[src/rtl/rv32i_prog_loader.sv]
`default_nettype none
// ============================================================================
// rv32i_prog_loader : streams IMEM/DMEM images into the RV32i core, runs it,
// then dumps a data-memory window. Optional watchdog: RV32I_LOADER_TIMEOUT_EN.
// Revision 1.0
// ============================================================================
module rv32i_prog_loader #(
  parameter int unsigned IMEM_WORDS  = 1024,
  parameter int unsigned DMEM_WORDS  = 1024,
  parameter int unsigned DUMP_WORDS  = 16,
  parameter int unsigned TIMEOUT_CYC = 1_000_000
) (
  input  logic        clk,
  input  logic        rst,
  input  logic        go,
  input  logic        s_valid,
  output logic        s_ready,
  input  logic [31:0] s_data,
  input  logic        s_last,
  output logic        m_valid,
  input  logic        m_ready,
  output logic [31:0] m_data,
  output logic        m_last,
  output logic        CFG_wea_in,
  output logic [31:0] CFG_addr_in,
  output logic [31:0] CFG_dina_in,
  output logic        LDM_wea_in,
  output logic [31:0] LDM_addra_in,
  output logic [31:0] LDM_dina_in,
  input  logic [31:0] LDM_douta_out,
  output logic        start_in,
  input  logic        Met_jr_ra,
  output logic        busy,
  output logic        done,
  output logic        ovf_err,
  output logic        timeout_err
);

  typedef enum logic [2:0] {
    S_IDLE      = 3'd0,
    S_LOAD_I    = 3'd1,
    S_LOAD_D    = 3'd2,
    S_RUN       = 3'd3,
    S_DUMP_RD   = 3'd4,
    S_DUMP_WAIT = 3'd5,
    S_DUMP_OUT  = 3'd6,
    S_FIN       = 3'd7
  } state_t;

  state_t      state_q, state_d;
  logic [31:0] icnt_q, icnt_d;
  logic [31:0] dcnt_q, dcnt_d;
  logic        cfg_wea_q, cfg_wea_d;
  logic [31:0] cfg_addr_q, cfg_addr_d;
  logic [31:0] cfg_din_q, cfg_din_d;
  logic        ldm_wea_q, ldm_wea_d;
  logic [31:0] ldm_addr_q, ldm_addr_d;
  logic [31:0] ldm_din_q, ldm_din_d;
  logic [31:0] m_data_q, m_data_d;
  logic        ovf_q, ovf_d;
  logic        wd_fire;
  logic        seq_start;

  assign seq_start = (state_q == S_IDLE) && go;

`ifdef RV32I_LOADER_TIMEOUT_EN
  logic [31:0] run_cnt_q, run_cnt_d;
  logic        tmo_q, tmo_d;

  // run_cnt_q holds the number of RUN cycles already completed.
  assign wd_fire = (state_q == S_RUN) && (run_cnt_q == TIMEOUT_CYC - 32'd1);

  always_comb begin
    run_cnt_d = (state_q == S_RUN) ? run_cnt_q + 32'd1 : 32'd0;
    tmo_d     = tmo_q;
    if (seq_start)
      tmo_d = 1'b0;
    else if (wd_fire && !Met_jr_ra)
      tmo_d = 1'b1;
  end

  always_ff @(posedge clk) begin
    if (rst) begin
      run_cnt_q <= 32'd0;
      tmo_q     <= 1'b0;
    end else begin
      run_cnt_q <= run_cnt_d;
      tmo_q     <= tmo_d;
    end
  end

  assign timeout_err = tmo_q;
`else
  assign wd_fire     = 1'b0;
  assign timeout_err = 1'b0;
`endif

  always_comb begin
    state_d    = state_q;
    icnt_d     = icnt_q;
    dcnt_d     = dcnt_q;
    cfg_wea_d  = 1'b0;
    cfg_addr_d = cfg_addr_q;
    cfg_din_d  = cfg_din_q;
    ldm_wea_d  = 1'b0;
    ldm_addr_d = ldm_addr_q;
    ldm_din_d  = ldm_din_q;
    m_data_d   = m_data_q;
    ovf_d      = ovf_q;
    case (state_q)
      S_IDLE: begin
        if (go) begin
          state_d = S_LOAD_I;
          icnt_d  = 32'd0;
          dcnt_d  = 32'd0;
          ovf_d   = 1'b0;
        end
      end
      S_LOAD_I: begin
        if (s_valid) begin
          // Words beyond capacity are still consumed so the host stream stays aligned.
          if (icnt_q < IMEM_WORDS) begin
            cfg_wea_d  = 1'b1;
            cfg_addr_d = {icnt_q[29:0], 2'b00};
            cfg_din_d  = s_data;
            icnt_d     = icnt_q + 32'd1;
          end else begin
            ovf_d = 1'b1;
          end
          if (s_last)
            state_d = S_LOAD_D;
        end
      end
      S_LOAD_D: begin
        if (s_valid) begin
          if (dcnt_q < DMEM_WORDS) begin
            ldm_wea_d  = 1'b1;
            ldm_addr_d = {dcnt_q[29:0], 2'b00};
            ldm_din_d  = s_data;
            dcnt_d     = dcnt_q + 32'd1;
          end else begin
            ovf_d = 1'b1;
          end
          if (s_last)
            state_d = S_RUN;
        end
      end
      S_RUN: begin
        // dcnt is reused as the dump index, so rewind it on the way out.
        if (Met_jr_ra || wd_fire) begin
          state_d    = S_DUMP_RD;
          dcnt_d     = 32'd0;
          ldm_addr_d = 32'd0;
        end
      end
      S_DUMP_RD: begin
        state_d = S_DUMP_WAIT;
      end
      S_DUMP_WAIT: begin
        m_data_d = LDM_douta_out;
        state_d  = S_DUMP_OUT;
      end
      S_DUMP_OUT: begin
        if (m_ready) begin
          dcnt_d = dcnt_q + 32'd1;
          if (dcnt_q == DUMP_WORDS - 32'd1) begin
            state_d = S_FIN;
          end else begin
            state_d    = S_DUMP_RD;
            ldm_addr_d = {dcnt_q[29:0] + 30'd1, 2'b00};
          end
        end
      end
      S_FIN: begin
        state_d = S_IDLE;
      end
      default: begin
        state_d = S_IDLE;
      end
    endcase
  end

  always_ff @(posedge clk) begin
    if (rst) begin
      state_q    <= S_IDLE;
      icnt_q     <= 32'd0;
      dcnt_q     <= 32'd0;
      cfg_wea_q  <= 1'b0;
      cfg_addr_q <= 32'd0;
      cfg_din_q  <= 32'd0;
      ldm_wea_q  <= 1'b0;
      ldm_addr_q <= 32'd0;
      ldm_din_q  <= 32'd0;
      m_data_q   <= 32'd0;
      ovf_q      <= 1'b0;
    end else begin
      state_q    <= state_d;
      icnt_q     <= icnt_d;
      dcnt_q     <= dcnt_d;
      cfg_wea_q  <= cfg_wea_d;
      cfg_addr_q <= cfg_addr_d;
      cfg_din_q  <= cfg_din_d;
      ldm_wea_q  <= ldm_wea_d;
      ldm_addr_q <= ldm_addr_d;
      ldm_din_q  <= ldm_din_d;
      m_data_q   <= m_data_d;
      ovf_q      <= ovf_d;
    end
  end

  assign s_ready      = (state_q == S_LOAD_I) || (state_q == S_LOAD_D);
  assign m_valid      = (state_q == S_DUMP_OUT);
  assign m_last       = (state_q == S_DUMP_OUT) && (dcnt_q == DUMP_WORDS - 32'd1);
  assign m_data       = m_data_q;
  assign CFG_wea_in   = cfg_wea_q;
  assign CFG_addr_in  = cfg_addr_q;
  assign CFG_dina_in  = cfg_din_q;
  assign LDM_wea_in   = ldm_wea_q;
  assign LDM_addra_in = ldm_addr_q;
  assign LDM_dina_in  = ldm_din_q;
  assign start_in     = (state_q == S_RUN);
  assign busy         = (state_q != S_IDLE);
  assign done         = (state_q == S_FIN);
  assign ovf_err      = ovf_q;

endmodule
`default_nettype wire

[config.mk]
export PLATFORM = sky130hd
export DESIGN_NAME = rv32i_prog_loader
export DESIGN_NICKNAME = d
export VERILOG_FILES = /design/src/rtl/rv32i_prog_loader.sv
export SDC_FILE = /design/constraint.sdc
export NUM_CORES = 1
export LEC_CHECK = 0
export ABC_AREA = 1
export ABC_CLOCK_PERIOD_IN_PS = 2700
export BUFFER_PORTS_ARGS = -buffer_cell sky130_fd_sc_hd__buf_4
export CAP_MARGIN = 20
export CORE_AREA = 3 3 134 136
export CTS_CLUSTER_SIZE = 40
export DETAILED_ROUTE_END_ITERATION = 8
export DIE_AREA = 0 0 137 139
export GPL_TIMING_DRIVEN = 0
export PLACE_DENSITY = 0.84
export SYNTH_ARGS = -nofsm -noshare
export SYNTH_HDL_FRONTEND = slang
export SYNTH_SLANG_ARGS = --single-unit
[constraint.sdc]
create_clock -name clk -period 2.7 [get_ports clk]
set_input_delay 0.405 -clock clk [delete_from_list [all_inputs] [get_ports clk]]
set_output_delay 0.405 -clock clk [all_outputs]
set_load 0.01 [all_outputs]
* Word level (Yosys, flattened, before mapping) *
Cells that the tools add are included.

storage, ports and cells
  output and inout port bits = 170
  word-level logic and storage cells = 87
  input port bits = 71
  bits in registers = 228

operators by class
  bitwise gates (word level) = 3
  reductions and logical operators = 17
  mux-type cells = 31
  $lt $le $gt $ge = 2
  add/subtract/negate cells = 3
  equal/unequal tests = 20

operator list
  kind                     number
  $mux W32                 11
  $pmux W32 S4             1
  $pmux W32 S3             1
  $add A32 B1 Y32 const B  2
  $lt A32 B11 Y1 const B   2
  $pmux W32 S2             1
  $eq A32 B4 Y1 const B    1
  $add A30 B1 Y30 const B  1
  $pmux W3 S8              1
  $mux W3                  7
  $ne A2 B2 Y1 const B     10
  $reduce_and A6 Y1        3
  $eq A3 B3 Y1 const B     4
  $reduce_bool A3 Y1       3
  $mux W1                  7
  $reduce_and A7 Y1        1
  $eq A3 B2 Y1 const B     2
  $reduce_and A3 Y1        2
  $reduce_or A3 Y1         2
  $ne A2 B1 Y1 const B     2
  $reduce_and A4 Y1        1
  $reduce_bool A4 Y1       1
  $eq A3 B1 Y1 const B     1
  $logic_not A3 Y1         1
  other kinds (6)          8

* Longest topological paths before layout *
Gate-level depths: netlist of the first run.

  word-level depth = 4
  depth in mapped cells = 13
  depth with buffers taken out = 12

* Worst setup path after synthesis of the first run *
OpenSTA, ideal clock, no wires.

  kind = reg-to-reg
  start point = register dcnt_q[0]
  end point = register ldm_addr_q[10], in the netlist LDM_addra_in[10]
  setup slack = 0.946 ns
  buffers on the path = 1
  data arrival time = 1.641 ns
  stages on the path, launching flop included = 12
  library setup time = 0.113 ns
  period minus slack after synthesis = 1.754 ns
  required time = 2.587 ns
  cell sequence = dfxtp_1 ha_1 nand2_1 nor2_1 nand4_1 nor2_4 nor2_4 nand2_2 buf_6 inv_4 nor2_1 nor2_1

between the ends
  longest elaborated chain between the ends = 4
  elaborated cells between the ends (all ways) = 9
  those cells by class = add/sub: 1; order compare: 1; eq/ne: 3; mux: 3; reduce/logical: 1

RTL lines
  element                 line  source
  from (decl)             52    logic [31:0] dcnt_q, dcnt_d;
  from (signal assigned)  199   dcnt_q <= dcnt_d;
  $add A30 B1 Y30         170   ldm_addr_d = {dcnt_q[29:0] + 30'd1, 2'b00};
  $mux W32                166   if (dcnt_q == DUMP_WORDS - 32'd1) begin
  $mux W32                164   if (m_ready) begin
  $pmux W32 S3            110   case (state_q)
  to (signal assigned)    204   ldm_addr_q <= ldm_addr_d;
  to (decl)               57    logic [31:0] ldm_addr_q, ldm_addr_d;

Parallel ways exist; a longest one is shown, timed or not. The select of a mux whose other input is x is not followed.
A chain may end at the register's enable or synchronous reset.

* Final worst setup path of the first run *
  start point = register dcnt_q[1]
  end point = output port m_last

between the ends
  longest elaborated chain between the ends = 2

RTL lines
  element              line  source
  $eq A32 B4 Y1        213   assign m_last = (state_q == S_DUMP_OUT) && (dcnt_q == DUMP_WORDS - 32'd1);
  $logic_and A1 B1 Y1  213
  to (decl)            23    output logic m_last,

Every way passes these cells.

==> impl_metrics.py, run 1 <==
metrics = {
    "yosys": {
        "syn_area_um2": 9540,
        "netlist.area_leader.share": 0.474,
        "synth_seq_area_share": 0.474,
        "post_synthesis_sequential_element_count": 226,
        "avgSynthCellArea_um2": 6.96,
        "syn_inst": 1372,
        "top_cells_by_count_synth": "sky130_fd_sc_hd__nor2_1, sky130_fd_sc_hd__nand2_1, sky130_fd_sc_hd__dfxtp_1, sky130_fd_sc_hd__inv_1, sky130_fd_sc_hd__o21ai_0",
        "yosysWarnings": 0,
        "yosys.cell_types.count": 34,
        "synth_largest_area_cell": "sky130_fd_sc_hd__dfxtp_1",
        "ys_dominant_reg_cell": "sky130_fd_sc_hd__dfxtp_1",
        "yosys.cell_count.top_type": "sky130_fd_sc_hd__nor2_1",
        "yosys-top-cells-area": "sky130_fd_sc_hd__dfxtp_1, sky130_fd_sc_hd__nor2_1, sky130_fd_sc_hd__nand2_1",
        "synth_enable_flop_cells": 0,
        "share_of_synthesized_registers_carrying_an_async_set_or_reset": 0,
    },
    "worst_hold_path": {
        "timing.hold.worst_path_depth": 3,
        "min-delay-path-class": "in2reg",
        "min_from": "s_data[0]",
        "timing.hold.worst_endpoint": "CFG_dina_in[0]$_SDFFE_PP0P_",
    },
    "routing": {
        "routed_wire_length_per_instance_um": 15.5,
        "detail_route.wirelength_um": 29000,
        "drt_drc_violations_left": 0,
        "dr_iter_0_viols": 728,
        "num_vias": 9676,
        "antenna_violating_nets_post_route": 0,
        "vias_per_cell": 5.16,
        "drt-pass1-iter-count": 5,
    },
    "cells_and_area": {
        "final_core_utilization": 0.726,
        "proportion_of_layout_cells_with_a_drive_suffix_above_1": 0.192,
        "total_number_of_nets_in_the_final_design": 1710,
        "antenna_cells_inserted": 0,
        "flow.area_growth_from_synthesis_pct": 29.8,
        "fillerInstances": 1365,
    },
    "floorplan": {
        "row_count": 48,
        "starting_utilization_of_the_core_area": 0.560,
        "die-height_um": 139,
        "die-width_um": 137,
        "design.core.area_um2": 17100,
        "pin_count": 241,
        "die_area_um2": 19000,
    },
    "timing": {
        "final.period_utilization": 0.921,
        "worst_pin_slew_ps": 821,
        "rsz0062_at_grt": "false",
        "post-route-min-period_ps": 2490,
        "drv_slew": 0,
        "finalSetupViolations": 0,
        "achievable-frequency_mhz": 402,
        "hold_viol_final": 0,
        "relSlewSlack": 0.453,
        "fin_worst_skew_ps": 10.7,
        "setup_ws_ps": 212,
        "final.setup.tns_ps": 0,
    },
    "setup_path": {
        "cp-end-kind": "output port",
        "path_max_fanout": 5,
        "crit-reg2reg-launch": "state_q[1]$_SDFFE_PP0P_",
        "r2r_end": "CFG_dina_in[15]$_SDFFE_PP0P_",
        "worst-r2r-cell-count": 7,
        "start_kind": "flip-flop",
        "setup.worst_path.class": "reg2out",
        "regToRegSetupSlack_ps": 490,
        "required_ps": 2300,
        "cp.arrival_ps": 2080,
        "cp_startpoint": "dcnt_q[1]$_SDFFE_PP0P_",
    },
    "placed_design": {
        "gpl.final_weighted_congestion": 0.997,
        "io_buffer_count": 235,
        "pre_cts_ws_ps": 484,
        "post-dp-hpwl_um": 21500,
    },
    "power": {
        "ir_drop_v": 0.000578,
        "static-leakage-power_nw": 5.62,
        "power_density_nw_per_um2": 881,
        "power.net_switching_mw": 3.85,
        "switching_share": 0.353,
        "pwr-share-comb": 0.328,
        "power_frac_clock": 0.299,
        "internal-power_mw": 7.05,
        "seq_power_share": 0.374,
        "total_power_mw": 10.9,
    },
    "cts": {
        "cts_num_sinks": 226,
        "clock_insertion_delay_worst_skew_ps": 520,
        "tritoncts": "done",
        "cts.reportedPaths.clkPinSlew_ps": 60,
        "clock_tree.htree_level_count": 1,
        "number_of_setup_buffers_added_after_cts": 0,
        "cts-root-buf": "sky130_fd_sc_hd__clkbuf_16",
        "cts-root-to-sink-buffers": 3,
        "cts_made_buffers": 24,
        "cts_hold_buffers": 0,
    },
    "global_routing": {
        "global_route_wire_length_before_repair_um": 45500,
        "pin_count_of_the_biggest_net_entering_global_routing": 14,
        "first_global_vias": 8996,
        "grt_usage": 0.293,
        "globalRoute.totalOverflow": 0,
        "antenna_violations_before_repair": 0,
    },
    "run_status": {
        "status": "completed",
    },
    "job": {
        "max-cap-violations": 0,
    },
}
==> flip-flops by register name, indices dropped and copies added, names as in the netlist <==
signal        count
LDM_wea_in        1
dcnt_q           32
LDM_dina_in      32
LDM_addra_in     30
m_data           32
ovf_err           1
CFG_addr_in      30
CFG_dina_in      32
state_q           3
icnt_q           32
CFG_wea_in        1
==> per-layer routing <==
layer | routed length [um] | vias up | track usage
met1 | 12000 | 4401 | 0.380
met3 | 2440 | 70 | 0.0490
met2 | 13800 | 393 | 0.495
li1 | - | 4812 | -
met5 | 0 | - | 0
met4 | 858 | 0 | 0.0966
==> power groups by stage <==
stage               Combinational, mW  Sequential, mW  Clock, mW
floorplan                        1.95            4.27          0
global placement                 3.46            4.12          0
detailed placement               3.52            4.13          0
CTS                              3.55            4.07       3.27
global route                     3.94            4.13       3.40
finish                           3.57            4.08       3.26
==> critical path, stage by stage (launching register included) <==
cell                      delay [ps]
sky130_fd_sc_hd__dfxtp_1         420
sky130_fd_sc_hd__ha_1            230
sky130_fd_sc_hd__nand2_1         110
sky130_fd_sc_hd__nor2_1          210
sky130_fd_sc_hd__nand4_1         190
sky130_fd_sc_hd__nor2_4          240
sky130_fd_sc_hd__buf_4           160
==> per-stage QoR <==
step | instances | hold WS [ps] | area (um2)
after floorplan | 1376 | 418 | 9560
after global placement | 1836 | 426 | 11600
after detailed placement | 1836 | 429 | 11600
after CTS | 1877 | 118 | 12400
after global routing | 1877 | 137 | 12400
final | 1877 | 124 | 12400
==> layout by cell type (no fill, tap or decap), types with 5 or more instances in the layout <==
master                      synthesis  final
sky130_fd_sc_hd__nand3b_1          11     11
sky130_fd_sc_hd__xor2_1            10     10
sky130_fd_sc_hd__xnor2_1            5      5
sky130_fd_sc_hd__o21ai_0          120    120
sky130_fd_sc_hd__nor2_4             7      7
sky130_fd_sc_hd__nor3_1            15     15
sky130_fd_sc_hd__buf_2              6      6
sky130_fd_sc_hd__conb_1             1      5
sky130_fd_sc_hd__clkbuf_1          43     49
sky130_fd_sc_hd__dfxtp_1          226    225
sky130_fd_sc_hd__nand3_1           60     60
sky130_fd_sc_hd__buf_4             14    249
sky130_fd_sc_hd__inv_1            139    139
sky130_fd_sc_hd__nor2_1           314    314
sky130_fd_sc_hd__nand4_1            7      7
sky130_fd_sc_hd__a21oi_1           85     85
sky130_fd_sc_hd__clkbuf_16          0     24
sky130_fd_sc_hd__nand2_1          277    277
==> cells by family (layout without fill, tap and decap cells) <==
logic type | Yosys count | in the layout | synth area share
other cells | 1 | 5 | 0.000393
simple gates | 703 | 703 | 0.302
xor+xnor | 15 | 15 | 0.0138
fa+ha+maj | 2 | 2 | 0.00262
buf+inv | 213 | 489 | 0.0939
compound gates | 212 | 212 | 0.113
flops | 226 | 226 | 0.474
==> final cells by class <==
class	count	area [um2]	area share
clock buffer	34	678	0.0548
tap	225	282	0.0227
timing repair buffer	235	1760	0.142
buffer	68	348	0.0281
inverter	145	548	0.0442
multi-input combinational	937	4140	0.334
sequential	226	4530	0.365
clock inverter	7	101	0.00818
==> how the worst max path moves through the flow <==
stage / end / cells past startpoint / slack (ps)
CTS: m_last / 6 / 120
detailed placement: LDM_addra_in[29]$_SDFFE_PP0P_ / 10 / 480
global route: m_last / 6 / 70
floorplan: LDM_addra_in[10]$_SDFFE_PP0P_ / 11 / 950
global placement: LDM_addra_in[30]$_SDFFE_PP0P_ / 10 / 500
finish: m_last / 6 / 210
==> timing repair <==
action / CTS / global route
hold endpoints to repair: 0 / 0
endpoints found under the setup margin: 0 / 1
resized for setup: 0 / 1
Note: power is estimated with default switching activity, not from simulation.
==> run 2, diff against run 1 <==
==> config.mk (replaced) <==
export PLATFORM = sky130hd
export DESIGN_NAME = rv32i_prog_loader
export DESIGN_NICKNAME = d
export VERILOG_FILES = /design/src/rtl/rv32i_prog_loader.sv
export SDC_FILE = /design/constraint.sdc
export NUM_CORES = 1
export LEC_CHECK = 0
export ABC_AREA = 1
export ABC_CLOCK_PERIOD_IN_PS = 2700
export CAP_MARGIN = 20
export CORE_AREA = 3 3 126 128
export CTS_CLUSTER_SIZE = 40
export DETAILED_ROUTE_END_ITERATION = 8
export DIE_AREA = 0 0 129 131
export DONT_BUFFER_PORTS = 1
export GPL_TIMING_DRIVEN = 0
export PLACE_DENSITY = 0.8
export SYNTH_ARGS = -nofsm -noshare
export SYNTH_HDL_FRONTEND = slang
export SYNTH_SLANG_ARGS = --single-unit
==> impl_metrics.py, run 2 (synthesis results as in run 1) <==
metrics = {
    "job": {
        "max-cap-violations": 0,
    },
    "floorplan": {
        "starting_utilization_of_the_core_area": 0.637,
        "pin_count": 241,
        "row_count": 45,
        "die_area_um2": 16900,
        "design.core.area_um2": 15000,
        "die-width_um": 129,
        "die-height_um": 131,
    },
    "timing": {
        "worst_pin_slew_ps": 802,
        "finalSetupViolations": 0,
        "hold_viol_final": 0,
        "achievable-frequency_mhz": 407,
        "post-route-min-period_ps": 2460,
        "setup_ws_ps": 243,
        "drv_slew": 0,
        "relSlewSlack": 0.465,
        "final.setup.tns_ps": 0,
        "hold-worst-slack_ps": 19.1,
        "rsz0062_at_grt": "false",
        "fin_worst_skew_ps": 11.9,
        "final.period_utilization": 0.910,
    },
    "power": {
        "power.net_switching_mw": 3.65,
        "static-leakage-power_nw": 4.39,
        "pwr-share-comb": 0.252,
        "power_density_nw_per_um2": 965,
        "internal-power_mw": 6.55,
        "ir_drop_v": 0.000648,
        "switching_share": 0.357,
        "power_frac_clock": 0.322,
        "seq_power_share": 0.426,
    },
    "placed_design": {
        "pre_cts_ws_ps": 444,
        "gpl.final_weighted_congestion": 0.941,
        "placed_instance_area_um2": 9790,
        "post-dp-hpwl_um": 19400,
        "io_buffer_count": 0,
    },
    "cells_and_area": {
        "most_common_cell_after_layout_fill_and_taps_aside": "sky130_fd_sc_hd__nor2_1",
        "proportion_of_layout_cells_with_a_drive_suffix_above_1": 0.0572,
        "flow.area_growth_from_synthesis_pct": 10.8,
        "final_cell_mix": "sky130_fd_sc_hd__nor2_1, sky130_fd_sc_hd__nand2_1, sky130_fd_sc_hd__dfxtp_1, sky130_fd_sc_hd__inv_1, sky130_fd_sc_hd__o21ai_0",
        "final_core_utilization": 0.706,
        "postLayoutCellArea_um2": 10600,
        "antenna_cells_inserted": 0,
        "total_number_of_nets_in_the_final_design": 1474,
    },
    "cts": {
        "number_of_setup_buffers_added_after_cts": 0,
        "cts-root-buf": "sky130_fd_sc_hd__clkbuf_16",
        "cts_hold_buffers": 0,
        "cts-root-to-sink-buffers": 3,
        "clock_tree.htree_level_count": 1,
        "cts_num_sinks": 226,
        "clock_insertion_delay_worst_skew_ps": 520,
        "tritoncts": "done",
        "cts_resized": 0,
        "cts.reportedPaths.clkPinSlew_ps": 70,
        "cts_made_buffers": 23,
    },
    "global_routing": {
        "grt_usage": 0.289,
        "global_route_wire_length_before_repair_um": 39700,
        "globalRoute.totalOverflow": 0,
        "pin_count_of_the_biggest_net_entering_global_routing": 15,
        "first_global_vias": 7736,
        "antenna_violations_before_repair": 1,
    },
    "routing": {
        "detail_route.wirelength_um": 26200,
        "vias_per_cell": 5.42,
        "num_vias": 8684,
        "drt-pass1-iter-count": 6,
        "drt_drc_violations_left": 0,
        "antenna_violating_nets_post_route": 0,
        "routed_wire_length_per_instance_um": 16.4,
        "dr_iter_0_viols": 753,
    },
    "setup_path": {
        "start_kind": "flip-flop",
        "cp_cell_sequence": "ha_1 -> nand2_1 -> nor2_1 -> nand4_1 -> nor2_4",
        "path_max_fanout": 8,
        "required_ps": 2300,
        "cp-end-kind": "output port",
        "crit_path_top_delay_cell": "sky130_fd_sc_hd__dfxtp_1",
        "setup.worst_path.class": "reg2out",
        "critPathMaxStageDelay_ps": 500,
        "cp.arrival_ps": 2050,
    },
    "worst_hold_path": {
        "min-delay-path-class": "in2reg",
    },
    "run_status": {
        "status": "completed",
    },
}
-- run 2: final cells by class --
| class | count | area [um2] |
|---|---|---|
| inverter | 145 | 548 |
| multi-input combinational | 937 | 4140 |
| sequential | 226 | 4520 |
| clock buffer | 31 | 646 |
| tap | 188 | 235 |
| fill | 1260 | 4400 |
| clock inverter | 8 | 133 |
| buffer | 68 | 348 |
-- run 2: power by group through the flow --
stage	combinational (mW)	sequential, mW	clock [mW]
floorplan	1.95	4.27	0
global placement	2.47	4.41	0
detailed placement	2.52	4.42	0
CTS	2.54	4.35	3.31
global route	2.92	4.40	3.45
finish	2.57	4.35	3.29
-- run 2: worst max-delay path, delay by kind of cell (launching register included) --
| family | cells | cell delay [ps] |
|---|---|---|
| adder cells (fa/ha/maj) | 1 | 240 |
| flip-flops | 1 | 500 |
| AND/OR/NAND/NOR | 4 | 790 |
-- run 2: metal layers --
metal,track usage,up-vias,share of wire
li1,-,4336,-
met1,0.374,3932,0.41
met2,0.485,373,0.48
met3,0.0817,41,0.10
met4,0.0655,2,0.018
met5,0,-,0.00050
-- run 2: final timing paths --
kind | from | to | slack (ps) | depth (start not counted)
worst max-delay path | dcnt_q[0]$_SDFFE_PP0P_ | m_last | 240 | 5
worst min-delay path | s_data[2] | CFG_dina_in[2]$_SDFFE_PP0P_ | 20 | 2
worst max register to register | dcnt_q[0]$_SDFFE_PP0P_ | LDM_addra_in[29]$_SDFFE_PP0P_ | 350 | 10
worst min register to register | icnt_q[28]$_SDFFE_PP0P_ | icnt_q[28]$_SDFFE_PP0P_ | 440 | 2
-- run 2: metrics by stage --
stage	power, mW	std cells
2_1_floorplan	6.22	1376
3_3_place_gp	6.88	1564
3_5_place_dp	6.94	1564
4_1_cts	10.2	1603
5_1_grt	10.8	1603
6_report	10.2	1603
